[src/rtl/d16_pkg.sv]
// d16_pkg: shared constants and helpers for the register write-back path.
package d16_pkg;
   localparam int WB_ALU    = 0;
   localparam int WB_MEM    = 1;
   localparam int WB_DBG    = 2;
   localparam int NUM_WB    = 3;
   localparam int REG_W     = 16;
   localparam int REG_SEL_W = 3;

   // Round-robin successor over the three producers.
   function automatic logic [1:0] wb_next(input logic [1:0] i);
      return (i == 2'd2) ? 2'd0 : i + 2'd1;
   endfunction
endpackage

[src/rtl/regfile_wb_arbiter_wb_slot.sv]
// wb_slot: one-entry write-back buffer; a fresh accept wins over a same-edge clear.
import d16_pkg::*;

module wb_slot #(
   parameter int DATA_W = REG_W,
   parameter int SEL_W  = REG_SEL_W
) (
   input  logic              clk,
   input  logic              rst,
   input  logic              accept,
   input  logic              clear,
   input  logic [SEL_W-1:0]  in_sel,
   input  logic [DATA_W-1:0] in_data,
   output logic              full,
   output logic [SEL_W-1:0]  sel,
   output logic [DATA_W-1:0] data
);
   logic              full_q, full_d;
   logic [SEL_W-1:0]  sel_q, sel_d;
   logic [DATA_W-1:0] data_q, data_d;

   always_comb begin
      full_d = accept | (full_q & ~clear);
      sel_d  = accept ? in_sel : sel_q;
      data_d = accept ? in_data : data_q;
   end

   always_ff @(posedge clk) begin
      if (rst) begin
         full_q <= 1'b0;
         sel_q  <= '0;
         data_q <= '0;
      end else begin
         full_q <= full_d;
         sel_q  <= sel_d;
         data_q <= data_d;
      end
   end

   assign full = full_q;
   assign sel  = sel_q;
   assign data = data_q;
endmodule

[src/rtl/regfile_wb_arbiter.sv]
// regfile_wb_arbiter: buffers one write per producer and issues up to two
// non-conflicting writes per cycle to the register unit, round-robin.
import d16_pkg::*;

module regfile_wb_arbiter #(
   parameter int DATA_W = REG_W,
   parameter int SEL_W  = REG_SEL_W
) (
   input  logic                     clk,
   input  logic                     rst,
   input  logic                     hold,
   input  logic [NUM_WB-1:0]        req_valid,
   output logic [NUM_WB-1:0]        req_ready,
   input  logic [NUM_WB*SEL_W-1:0]  req_sel,
   input  logic [NUM_WB*DATA_W-1:0] req_data,
   output logic [NUM_WB-1:0]        wb_done,
   output logic                     rf_en,
   output logic                     rf_wr_en,
   output logic [SEL_W-1:0]         rf_rD_sel,
   output logic [DATA_W-1:0]        rf_rD_data_in,
   output logic                     rf_rS_wr_en,
   output logic [SEL_W-1:0]         rf_rS_sel,
   output logic [DATA_W-1:0]        rf_rS_data_in,
   output logic                     busy
);
   logic [NUM_WB-1:0] full, accept;
   logic [SEL_W-1:0]  sel  [NUM_WB];
   logic [DATA_W-1:0] data [NUM_WB];
   logic [1:0]        rr_q, rr_d;
   logic              rf_en_q, rf_en_d;
   logic              allow, d_gnt, s_gnt;
   logic [1:0]        d_idx, s_idx, idx;

   for (genvar g = 0; g < NUM_WB; g++) begin : g_slot
      wb_slot #(.DATA_W(DATA_W), .SEL_W(SEL_W)) u_slot (
         .clk     (clk),
         .rst     (rst),
         .accept  (accept[g]),
         .clear   (wb_done[g]),
         .in_sel  (req_sel[g*SEL_W +: SEL_W]),
         .in_data (req_data[g*DATA_W +: DATA_W]),
         .full    (full[g]),
         .sel     (sel[g]),
         .data    (data[g])
      );
   end

   assign allow = rf_en_q & ~hold & ~rst;

   // Scan from rr: first full slot takes rD, next full slot to a different register takes rS.
   always_comb begin
      d_gnt = 1'b0;
      s_gnt = 1'b0;
      d_idx = rr_q;
      s_idx = rr_q;
      idx   = rr_q;
      for (int k = 0; k < NUM_WB; k++) begin
         if (allow && full[idx] && !d_gnt) begin
            d_gnt = 1'b1;
            d_idx = idx;
         end else if (allow && full[idx] && !s_gnt && sel[idx] != sel[d_idx]) begin
            s_gnt = 1'b1;
            s_idx = idx;
         end
         idx = wb_next(idx);
      end
   end

   always_comb begin
      wb_done = '0;
      if (d_gnt) wb_done[d_idx] = 1'b1;
      if (s_gnt) wb_done[s_idx] = 1'b1;
      rf_wr_en      = d_gnt;
      rf_rD_sel     = d_gnt ? sel[d_idx] : '0;
      rf_rD_data_in = d_gnt ? data[d_idx] : '0;
      rf_rS_wr_en   = s_gnt;
      rf_rS_sel     = s_gnt ? sel[s_idx] : '0;
      rf_rS_data_in = s_gnt ? data[s_idx] : '0;
      req_ready     = (rf_en_q && !rst) ? (~full | wb_done) : '0;
      accept        = req_valid & req_ready;
      busy          = |full;
      rr_d          = s_gnt ? wb_next(s_idx) : d_gnt ? wb_next(d_idx) : rr_q;
      rf_en_d       = 1'b1;
   end

   always_ff @(posedge clk) begin
      if (rst) begin
         rr_q    <= 2'd0;
         rf_en_q <= 1'b0;
      end else begin
         rr_q    <= rr_d;
         rf_en_q <= rf_en_d;
      end
   end

   assign rf_en = rf_en_q;
endmodule

[config.mk]
export PLATFORM = sky130hd
export DESIGN_NAME = regfile_wb_arbiter
export DESIGN_NICKNAME = d
export VERILOG_FILES = /design/src/rtl/d16_pkg.sv /design/src/rtl/regfile_wb_arbiter_wb_slot.sv /design/src/rtl/regfile_wb_arbiter.sv
export SDC_FILE = /design/constraint.sdc
export NUM_CORES = 1
export LEC_CHECK = 0
export ABC_AREA = 1
export CAP_MARGIN = 20
export CORE_AREA = 2 2 93 95
export DETAILED_ROUTE_END_ITERATION = 16
export DIE_AREA = 0 0 95 97
export MAX_ROUTING_LAYER = met4
export PLACE_DENSITY = 0.94
export SLEW_MARGIN = 0
export SYNTH_ARGS = -nofsm -noshare
export SYNTH_HDL_FRONTEND = slang
export SYNTH_HIERARCHICAL = 1
export SYNTH_SLANG_ARGS = --single-unit
[constraint.sdc]
create_clock -name clk -period 5.5 [get_ports clk]
set_clock_uncertainty 0.2 [all_clocks]
set_input_delay 1.1 -clock clk [delete_from_list [all_inputs] [get_ports clk]]
set_output_delay 1.1 -clock clk [all_outputs]
set_load 0.05 [all_outputs]
Yosys cells after proc, flatten, opt, wreduce, memory -nomap -nowiden
Index checks and enable logic that the tools add are counted.

storage, ports and cells
  register bits = 63

operators by class
  add/sub/neg operators = 4
  reduce and logical (&&, ||, !) cells = 17
  order comparisons = 13
  eq/ne operators = 6
  bitwise logic cells = 23
  muxes and demuxes = 61

operators with widths
  cell                                                                number
  two-way mux 16 bit                                                  6
  binary-select mux 16 bit (select 2 bit)                             2
  two-way mux 3 bit                                                   17
  binary-select mux 3 bit (select 2 bit)                              6
  two-way mux 2 bit                                                   12
  greater-or-equal comparator 3 bit (second input constant)           6
  inverter 2 -> 3 bit                                                 6
  < comparator 2 x 3 -> 1 bit (second input constant)                 5
  two-way mux 1 bit                                                   13
  logical AND 1 bit                                                   11
  adder 2 x 1 -> 2 bit (second input constant)                        4
  equality test 2 bit (second input constant)                         4
  binary-select mux 1 bit (select 2 bit)                              3
  != test 3 bit                                                       2
  bitwise OR 3 bit                                                    2
  bitwise AND 1 bit                                                   5
  inverter 1 bit                                                      5
  demux 1 bit (select 2 bit)                                          2
  greater-or-equal comparator 2 x 1 -> 1 bit (second input constant)  2
  zero test 1 bit                                                     4
  bitwise AND 3 bit                                                   1
  inverter 3 bit                                                      1
  bitwise OR 1 bit                                                    3
  OR reduction 3 bit                                                  1
  nonzero test 2 bit                                                  1

Longest topological paths before layout
Gate-level depths: netlist of the first run.

  word-level depth = 26
  mapped depth = 25
  depth with buffers taken out = 23

By module
The synthesis of the first run kept the hierarchy.

modules (own cells, without submodules)
  module              times used  area each (µm²)  cells an instance
  wb_slot             3           737.0            87
  regfile_wb_arbiter  1           1998.2           427

Worst setup path before layout of the first run
OpenSTA, ideal clock, no wires.

  path type = input to output
  start point = in rst
  end point = out rf_rS_data_in[13]
  data required time = 4.200 ns
  path buffers = 1
  setup slack = 0.710 ns
  arrival time = 3.490 ns
  stages on the path = 20
  path through = inv_1 > nand2_1 > nor2_1 > nand2_1 > nor2_4 > nand2_2 > nand2_1 > nand2_1 > nand2_1 > nand3_1 > nand3_1 > nand2_1 > nand3_2 > nand2_4 > nand2_2 > nand2_2 > buf_2 > o21ai_0 > nand2_1 > inv_1

between the ends
  elaborated cells between the ends (all ways) = 34
  those cells by class = eq/ne: 1; mux: 18; bitwise: 4; reduce/logical: 11

RTL lines
  item                                                  line                                                text
  from (decl)                                           regfile_wb_arbiter.sv:10                            input logic rst,
  inverter 1 bit (*)                                    regfile_wb_arbiter.sv:48                            assign allow = rf_en_q & ~hold & ~rst;
  bitwise AND 1 bit (*)                                 regfile_wb_arbiter.sv:48
  logical AND 1 bit                                     regfile_wb_arbiter.sv:58, regfile_wb_arbiter.sv:61
  two-way mux 1 bit                                     regfile_wb_arbiter.sv:58                            if (allow && full[idx] && !d_gnt) begin
  zero test 1 bit                                       regfile_wb_arbiter.sv:58
  logical AND 1 bit                                     regfile_wb_arbiter.sv:58
  two-way mux 2 bit                                     regfile_wb_arbiter.sv:58
  inverter 2 -> 3 bit (implied by the code)             regfile_wb_arbiter.sv:61                            end else if (allow && full[idx] && !s_gnt && sel[idx] != sel[d_idx]) begin
  binary-select mux 3 bit (select 2 bit)                regfile_wb_arbiter.sv:61
  two-way mux 3 bit (implied by the code) (2 in a row)  regfile_wb_arbiter.sv:61
  != test 3 bit                                         regfile_wb_arbiter.sv:61
  logical AND 1 bit                                     regfile_wb_arbiter.sv:61
  two-way mux 1 bit                                     regfile_wb_arbiter.sv:61
  two-way mux 1 bit (*)                                 regfile_wb_arbiter.sv:58
  named net rf_rS_wr_en                                 regfile_wb_arbiter.sv:21                            output logic rf_rS_wr_en,
  two-way mux 16 bit (*)                                regfile_wb_arbiter.sv:78                            rf_rS_data_in = s_gnt ? data[s_idx] : '0;
  to (decl)                                             regfile_wb_arbiter.sv:23                            output logic [DATA_W-1:0] rf_rS_data_in,

The timed path passes the listed nets; every way through them passes the cells marked *. The select of a mux whose other input is x is not followed.

Worst setup path in the final report of the first run
  start point = in rst
  end point = out rf_rS_sel[1]

between the ends
  longest elaborated chain between the ends = 20
  elaborated cells between the ends (all ways) = 34
  those cells by class = eq/ne: 1; mux: 18; bitwise: 4; reduce/logical: 11

RTL lines
  item                                                  line                                                text
  inverter 1 bit (*)                                    regfile_wb_arbiter.sv:48
  bitwise AND 1 bit (*)                                 regfile_wb_arbiter.sv:48
  logical AND 1 bit                                     regfile_wb_arbiter.sv:58, regfile_wb_arbiter.sv:61
  two-way mux 1 bit                                     regfile_wb_arbiter.sv:58
  zero test 1 bit                                       regfile_wb_arbiter.sv:58
  logical AND 1 bit                                     regfile_wb_arbiter.sv:58
  two-way mux 2 bit                                     regfile_wb_arbiter.sv:58
  inverter 2 -> 3 bit (implied by the code)             regfile_wb_arbiter.sv:61
  [3 not listed]                                        -
  != test 3 bit                                         regfile_wb_arbiter.sv:61
  logical AND 1 bit                                     regfile_wb_arbiter.sv:61
  two-way mux 2 bit                                     regfile_wb_arbiter.sv:61
  two-way mux 2 bit                                     regfile_wb_arbiter.sv:58
  inverter 2 -> 3 bit (implied by the code)             regfile_wb_arbiter.sv:77                            rf_rS_sel = s_gnt ? sel[s_idx] : '0;
  binary-select mux 3 bit (select 2 bit)                regfile_wb_arbiter.sv:77
  two-way mux 3 bit (implied by the code) (2 in a row)  regfile_wb_arbiter.sv:77
  two-way mux 3 bit (*)                                 regfile_wb_arbiter.sv:77
  to (decl)                                             regfile_wb_arbiter.sv:22                            output logic [SEL_W-1:0] rf_rS_sel,

Mark *: on every way between the ends. The rest lies on a longest branch, timed or not. The select of a mux whose other input is x is not followed.

==> flow_summary.toml, run 1 <==
[clock_tree]
clk_latency_ns = 0.34
cts_tree = "built"
cts_max_level = 3
cts_num_sinks = 63
postCtsResizedCells = 0
numCtsBuffers = 9
cts-hold-fix-buffers = 0
cts_setup_buffers = 0
cts_root_buf = "clkbuf_8"
cts.clk_slew.worst_paths_ns = 0.07
clock_path_buffers = 2

[route]
drtIter0Drc = 372
detail-route-antenna-nets = 0
routed-via-count = 4906
met3WireLength_mm = 1.223
wirelength_mm = 14.37
remaining_drc_errors = 0
highest_layer = "met4"
wl_met2_mm = 6.687
via_per_inst = 5.409
detail_route.first_pass.iterations = 5
wl_met1_mm = 6.202
wire_per_inst_um = 15.85

[yosys]
yosys_most_used_dff = "dfxtp_1"
ys_top_cells_by_area = "dfxtp_1 30%, nor2_1 15%, o21ai_0 11%"
synthesis.area_mm2 = 0.004209
yosys.area_share.simple_pct = 34.51
synth_most_common_cell = "nor2_1"
yosys.area_share.adder_pct = 0
synth_top_family_by_area = "simple AND/OR/NAND/NOR gates"
ys_types = 34
avgSynthCellArea_um2 = 6.118
ys_ff_latch = 63
synth_xor_area_share_pct = 0.6243
synth_compound_area_share_pct = 19.38
syn_inst = 688
syn_nets = 751
yosysSeqAreaShare_pct = 29.96
yosys.area.top_type = "dfxtp_1"
synth_common_cells = "165 x nor2_1, 103 x inv_1, 96 x nand2_1"
muxShareOfSynthArea_pct = 0
synth-edff-count = 0
ys_async_sr_fraction_pct = 0
synth_top_cell_area_share_pct = 29.96
synth_warnings = 6

[place]
numPortBuffers = 110
gp_congestion = 0.9194
dp_hpwl_mm = 10.44
place_area_mm2 = 0.005527

[power]
clockPowerShare_pct = 32.8
peakVddDrop_mv = 0.1849
p_sw_uw = 400.6
swShare_pct = 33.12
p_int_uw = 809.1
power.share.sequential_pct = 41.7
comb_power_share_pct = 25.6
power_mw = 1.210
p_per_area_mw_per_mm2 = 207.3
p_leak_nw = 2.875

[sta]
finalCritPeriodShare_pct = 97.14
finalSetupViolations = 0
fin_setup_tns_ns = 0
tightest_slew_ns = 0.5138
holdWs_ns = 0.3052
rsz0062_at_grt = "true"
finalHoldViolCount = 0
period_minus_slack_ns = 5.343
fmax_ghz = 0.1872
drv_slew = 0
slew_headroom_pct = 65.64

[floorplan]
start_util_pct = 51.75
ios = 111
fp.coreArea_mm2 = 0.008134
die_y_um = 97
rows = 33
die_w_um = 95
dieArea_mm2 = 0.009215

[critical_path]
cp-start-kind = "input port"
cp_max_fo = 19
endpoint_kind = "primary output"
cp.required_ns = 4.20
r2r_start = "rr_q[1]"
startpoint = "rst"
critical_path_class = "in2out"
cp_data_arrival_time_ns = 4.04

[layout]
regArea_mm2 = 0.001261
utilization_pct = 71.74
nFillCells = 667
diodes = 0
fin_nets = 860
design_area_mm2 = 0.005836
syn2layout_area_growth_pct = 38.64
drive_gt1_share_pct = 16.71
multiInputGateArea_mm2 = 0.002415

[global_route]
grt_pass1_vias = 4453
antenna_found_initial = 0
grt_max_degree = 21
overflow = 0
grt_first_pass_wirelength_mm = 22.11
grt.total_usage_pct = 31.67

[job]
max_cap_viol_count = 0

[hold_path]
hold_start = "g_slot[2].u_slot/data[6]"
hold_path_class = "reg2reg"

[status]
status = "complete, no violations"
-- worst paths after layout --
kind,depth (start not counted),endpoint,slack (ns)
setup / recovery,21,rf_rS_sel[1],0.16
hold / removal,2,g_slot[2].u_slot/data[6],0.31
setup reg to reg,18,g_slot[2].u_slot/data[0],1.66
hold reg to reg,2,g_slot[2].u_slot/data[6],0.31
-- cells by family (layout without fill, tap and decap cells) --
group,after synthesis,count (layout)
AND/OR/NAND/NOR,340,342
buffers and inverters,139,251
flip-flops,63,63
XOR/XNOR,3,3
AO/OA/AOI/OAI,143,143
-- registers in the layout, summed over array words and instances (netlist names) --
register	flops
rr_q	2
g_slot.u_slot/sel	9
g_slot.u_slot/data	48
rf_en	1
g_slot.u_slot/full	3
-- metal layers --
metal | global-route usage, % | vias to the layer above
li1 | - | 2383
met1 | 43.13 | 2223
met2 | 47.68 | 275
met3 | 5.919 | 25
met4 | 9.476 | 0
met5 | - | -
-- power groups by stage --
stage | clock network, mW | logic (mW) | registers [mW]
after floorplan | 0 | 0.185 | 0.505
after detailed placement | 0 | 0.290 | 0.513
after global routing | 0.420 | 0.337 | 0.506
final | 0.396 | 0.309 | 0.504
after CTS | 0.402 | 0.291 | 0.503
after global placement | 0 | 0.286 | 0.512
-- layout make-up --
type / instances / share of cell area (%)
Multi-Input combinational cell: 488 / 41.38
Timing Repair Buffer: 123 / 24.19
Sequential cell: 63 / 21.61
Inverter: 112 / 7.333
Tap cell: 105 / 2.251
Clock buffer: 10 / 2.187
Clock inverter: 6 / 1.051
-- per-stage QoR --
step                      instances  setup slack [ns]
after detailed placement        889           0.09359
after CTS                       905           0.08332
after global placement          889            0.1948
after global routing            907          -0.02279
after floorplan                 688            0.7101
final                           907            0.1572
-- cell usage in the layout (no fill, tap or decap), types with 2 or more instances in the layout --
master,synthesis,layout
a21oi_1,3,3
inv_4,3,3
o22ai_1,2,2
inv_1,103,103
nor2_4,2,2
dfxtp_1,63,63
o21ai_1,12,16
nor3_1,2,2
nand2_2,9,9
clkinv_2,0,3
o211ai_1,21,21
o221ai_1,2,2
nor2_2,21,22
a31oi_1,2,2
clkdlybuf4s50_1,0,65
nor2_1,165,164
a21oi_2,3,3
nand2_8,0,4
inv_2,6,6
nand3_2,1,3
buf_12,3,26
xnor2_1,2,2
nand3_1,38,35
buf_4,5,32
clkbuf_8,0,9
o21ai_0,94,90
nand2_1,96,91
nand2_4,3,6
nand4_1,3,3
-- critical path, cell delays in order --
cell,delay [ns]
clkdlybuf4s50_1,0.43
inv_1,0.08
nand2_1,0.09
nor2_2,0.13
nand2_2,0.09
nor2_4,0.24
nand3_1,0.16
nand2_2,0.18
nand2_1,0.08
nand3_1,0.08
nand3_1,0.07
nand2_1,0.12
nand3_4,0.12
nand2_4,0.13
nand2_1,0.10
nand2_4,0.18
nand2_8,0.13
o21ai_0,0.17
nand2_1,0.10
inv_1,0.10
buf_12,0.14
Power figures use the tool's default switching activity.
==> inputs of run 2 (changes only) <==
--- a/config.mk
+++ b/config.mk
@@ -10,6 +10,7 @@
 export CORE_AREA = 2 2 93 95
 export DETAILED_ROUTE_END_ITERATION = 16
 export DIE_AREA = 0 0 95 97
+export HOLD_SLACK_MARGIN = 0.03
 export MAX_ROUTING_LAYER = met4
 export PLACE_DENSITY = 0.94
 export SLEW_MARGIN = 0
==> results of run 2 <==
Same layout as run 1: the final DEF is identical, and so are final timing and power.
==> patch (settings of run 2) <==
Take the reset off `data_q` and load it in a clocked block of its own.
--- a/src/rtl/regfile_wb_arbiter_wb_slot.sv
+++ b/src/rtl/regfile_wb_arbiter_wb_slot.sv
@@ -30,10 +30,12 @@
          full_q <= 1'b0;
          sel_q  <= '0;
-         data_q <= '0;
       end else begin
          full_q <= full_d;
          sel_q  <= sel_d;
-         data_q <= data_d;
       end
+   end
+
+   always_ff @(posedge clk) begin
+      data_q <= data_d;
    end
 
Formal check against the unedited RTL: same outputs for any inputs over 4 cycles, from zero or initial values and one cycle with rst high; that may be too few to reach the edited logic, so the function may still have changed.
==> patch against run 2 <==
Sequential cell count is the same; critical path depth grew 1; total power grew 0.42%; setup slack gained 64 ps; routed wire length shrank 6.8%; final area shrank 0.56%; area after synthesis shrank 8.2%.
==> patch: results (changes against run 2) <==
[pwr]
p_switching_w=0.000403  ; +0.56%
ir_drop_uv=221  ; +20%
p_int_w=0.000812  ; +0.35%
pwr-share-seq_pct=44.7  ; +3.0 points
leakagePower_nw=2.70  ; -6.1%
pg_comb_w=0.000319  ; +3%

[synthesis]
yosysUniqueCellTypes=30  ; -12%
synth_compound_area_share_pct=14.9  ; -4.5 points
syn_avg_cell_area_sq_um=7.30  ; +19%
synthesis.nets=592  ; -21%
synth_fa_ha_area_share_pct=0  ; unchanged
netlist_top_cells_count=inv_1 (106), nand2_1 (96), nor2_1 (90)
synthXorXnorAreaFrac_pct=0.680  ; +0.056 points
ys_warn_count=6  ; unchanged
synthTopCellsByArea=edfxtp_1 (37%), inv_1 (10%), nand2_1 (9.3%), nor2_1 (8.7%), dfxtp_1 (7.8%)
synth_edf_count=48  ; +48
yosysSeqAreaShare_pct=45.1  ; +15 points
synthArstFlopShare_pct=0  ; unchanged

[critical_path]
cp-endpoint=rf_rS_sel[2]
critPathLaunch=rst
crit_arrival_ps=3980  ; -60 ps
regToRegStartpoint=rr_q[0]
crit_fanout=9  ; -10
rrSetupSlack_ps=1410  ; -250 ps
rr_endpoint=g_slot[2].u_slot/data[3]
worstRegToRegCells=15  ; -3

[layout]
drive_gt1_share_pct=19.2  ; +2.5 points
diodes=0  ; unchanged
largest_reg_flops=48  ; unchanged
syn_to_final_growth_pct=50.2
fillers=564  ; -15%
nets=719  ; -16%
fin_cells=766  ; -16%

[placement]
place_ws_ps=94.5  ; +0.862 ps
post_dp_cell_area_sq_um=5330  ; -3.6%
gp_congestion=0.925  ; +0.59%
place_hpwl_mm=9.09  ; -13%
placed_cells=743  ; -16%

[timing]
worst_pin_slew_ps=523  ; +9.31 ps
finalWorstSetupSlack_ps=222  ; +64.4 ps

[detailed_routing]
met1_length_mm=4.65  ; -25%
wl_met2_mm=6.79  ; +1.5%
drtIter0Drc=377  ; +1.3%
wl_met3_mm=1.27  ; +4.0%
wl_per_cell_microns=17.5  ; +10%
viasPerCell=5.62  ; +3.9%

[global_routing]
gr-usage-met1_pct=32.3  ; -11 points
grt_max_degree=21  ; unchanged
met2_usage_pct=45.1  ; -2.6 points
grt_pass1_vias=4174  ; -6.3%
grt_pass1_wl_mm=19.6  ; -12%
grtUsageMet3_pct=6.31  ; +0.39 points
grt_usage_pct=28.1  ; -3.6 points

[status]
status=finished clean

[clocking]
worstSkewPairLatency_ps=350
clk_pin_slew_ps=70  ; about the same

[patch: changes by cell type in the layout (fill, tap and decap cells not counted), sizes merged, moves of 4 or more]
cell	before	now
nand2	110	114
dfxtp	63	15
edfxtp	0	48
o21ai	106	58
nor2	188	92
[patch: critical path, cell delays in order]
cell and delay, ps:
clkdlybuf4s50_1 420, inv_1 70, nand2_1 80, nor2_2 100, nand2_1 110, nor2_4 250, nand2_4 120, nand2_2 90
nand2_2 110, o21ai_1 150, nand3_1 100, nand2_1 110, nand3_4 130, nand2_8 150, nand2_2 100, nand2_8 190
nand2_8 120, nor2_1 120, nor2_1 50, nand2_1 80, inv_1 70, buf_12 150
[patch: area by class of cell]
type | count | share of cell area [%]
clock buffers | 10 | 2.20
clock inverters | 6 | 0.647
inverters | 112 | 7.24
multi-input cells | 348 | 33.7
flip-flops and latches | 63 | 30.0
well taps | 105 | 2.26
repair buffers | 122 | 24.0
[patch: what timing repair did]
action / CTS / global route
endpoints found under the hold margin: 0 / 0
gates resized for setup: 0 / 59
buffers inserted: 0 / 1
setup endpoints to repair: 0 / 30
[patch: how the worst min path moves through the flow]
stage / endpoint / slack [ps] / cells past startpoint / startpoint
after floorplan: g_slot[2].u_slot/sel[0] / 260 / 2 / g_slot[2].u_slot/sel[0]
after global placement: g_slot[2].u_slot/sel[0] / 290 / 2 / g_slot[2].u_slot/sel[0]
after detailed placement: g_slot[2].u_slot/sel[0] / 320 / 2 / g_slot[2].u_slot/sel[0]
after CTS: g_slot[0].u_slot/full / 340 / 2 / g_slot[0].u_slot/full
after global routing: g_slot[2].u_slot/sel[0] / 370 / 2 / g_slot[2].u_slot/sel[0]
final: g_slot[0].u_slot/full / 340 / 2 / g_slot[0].u_slot/full
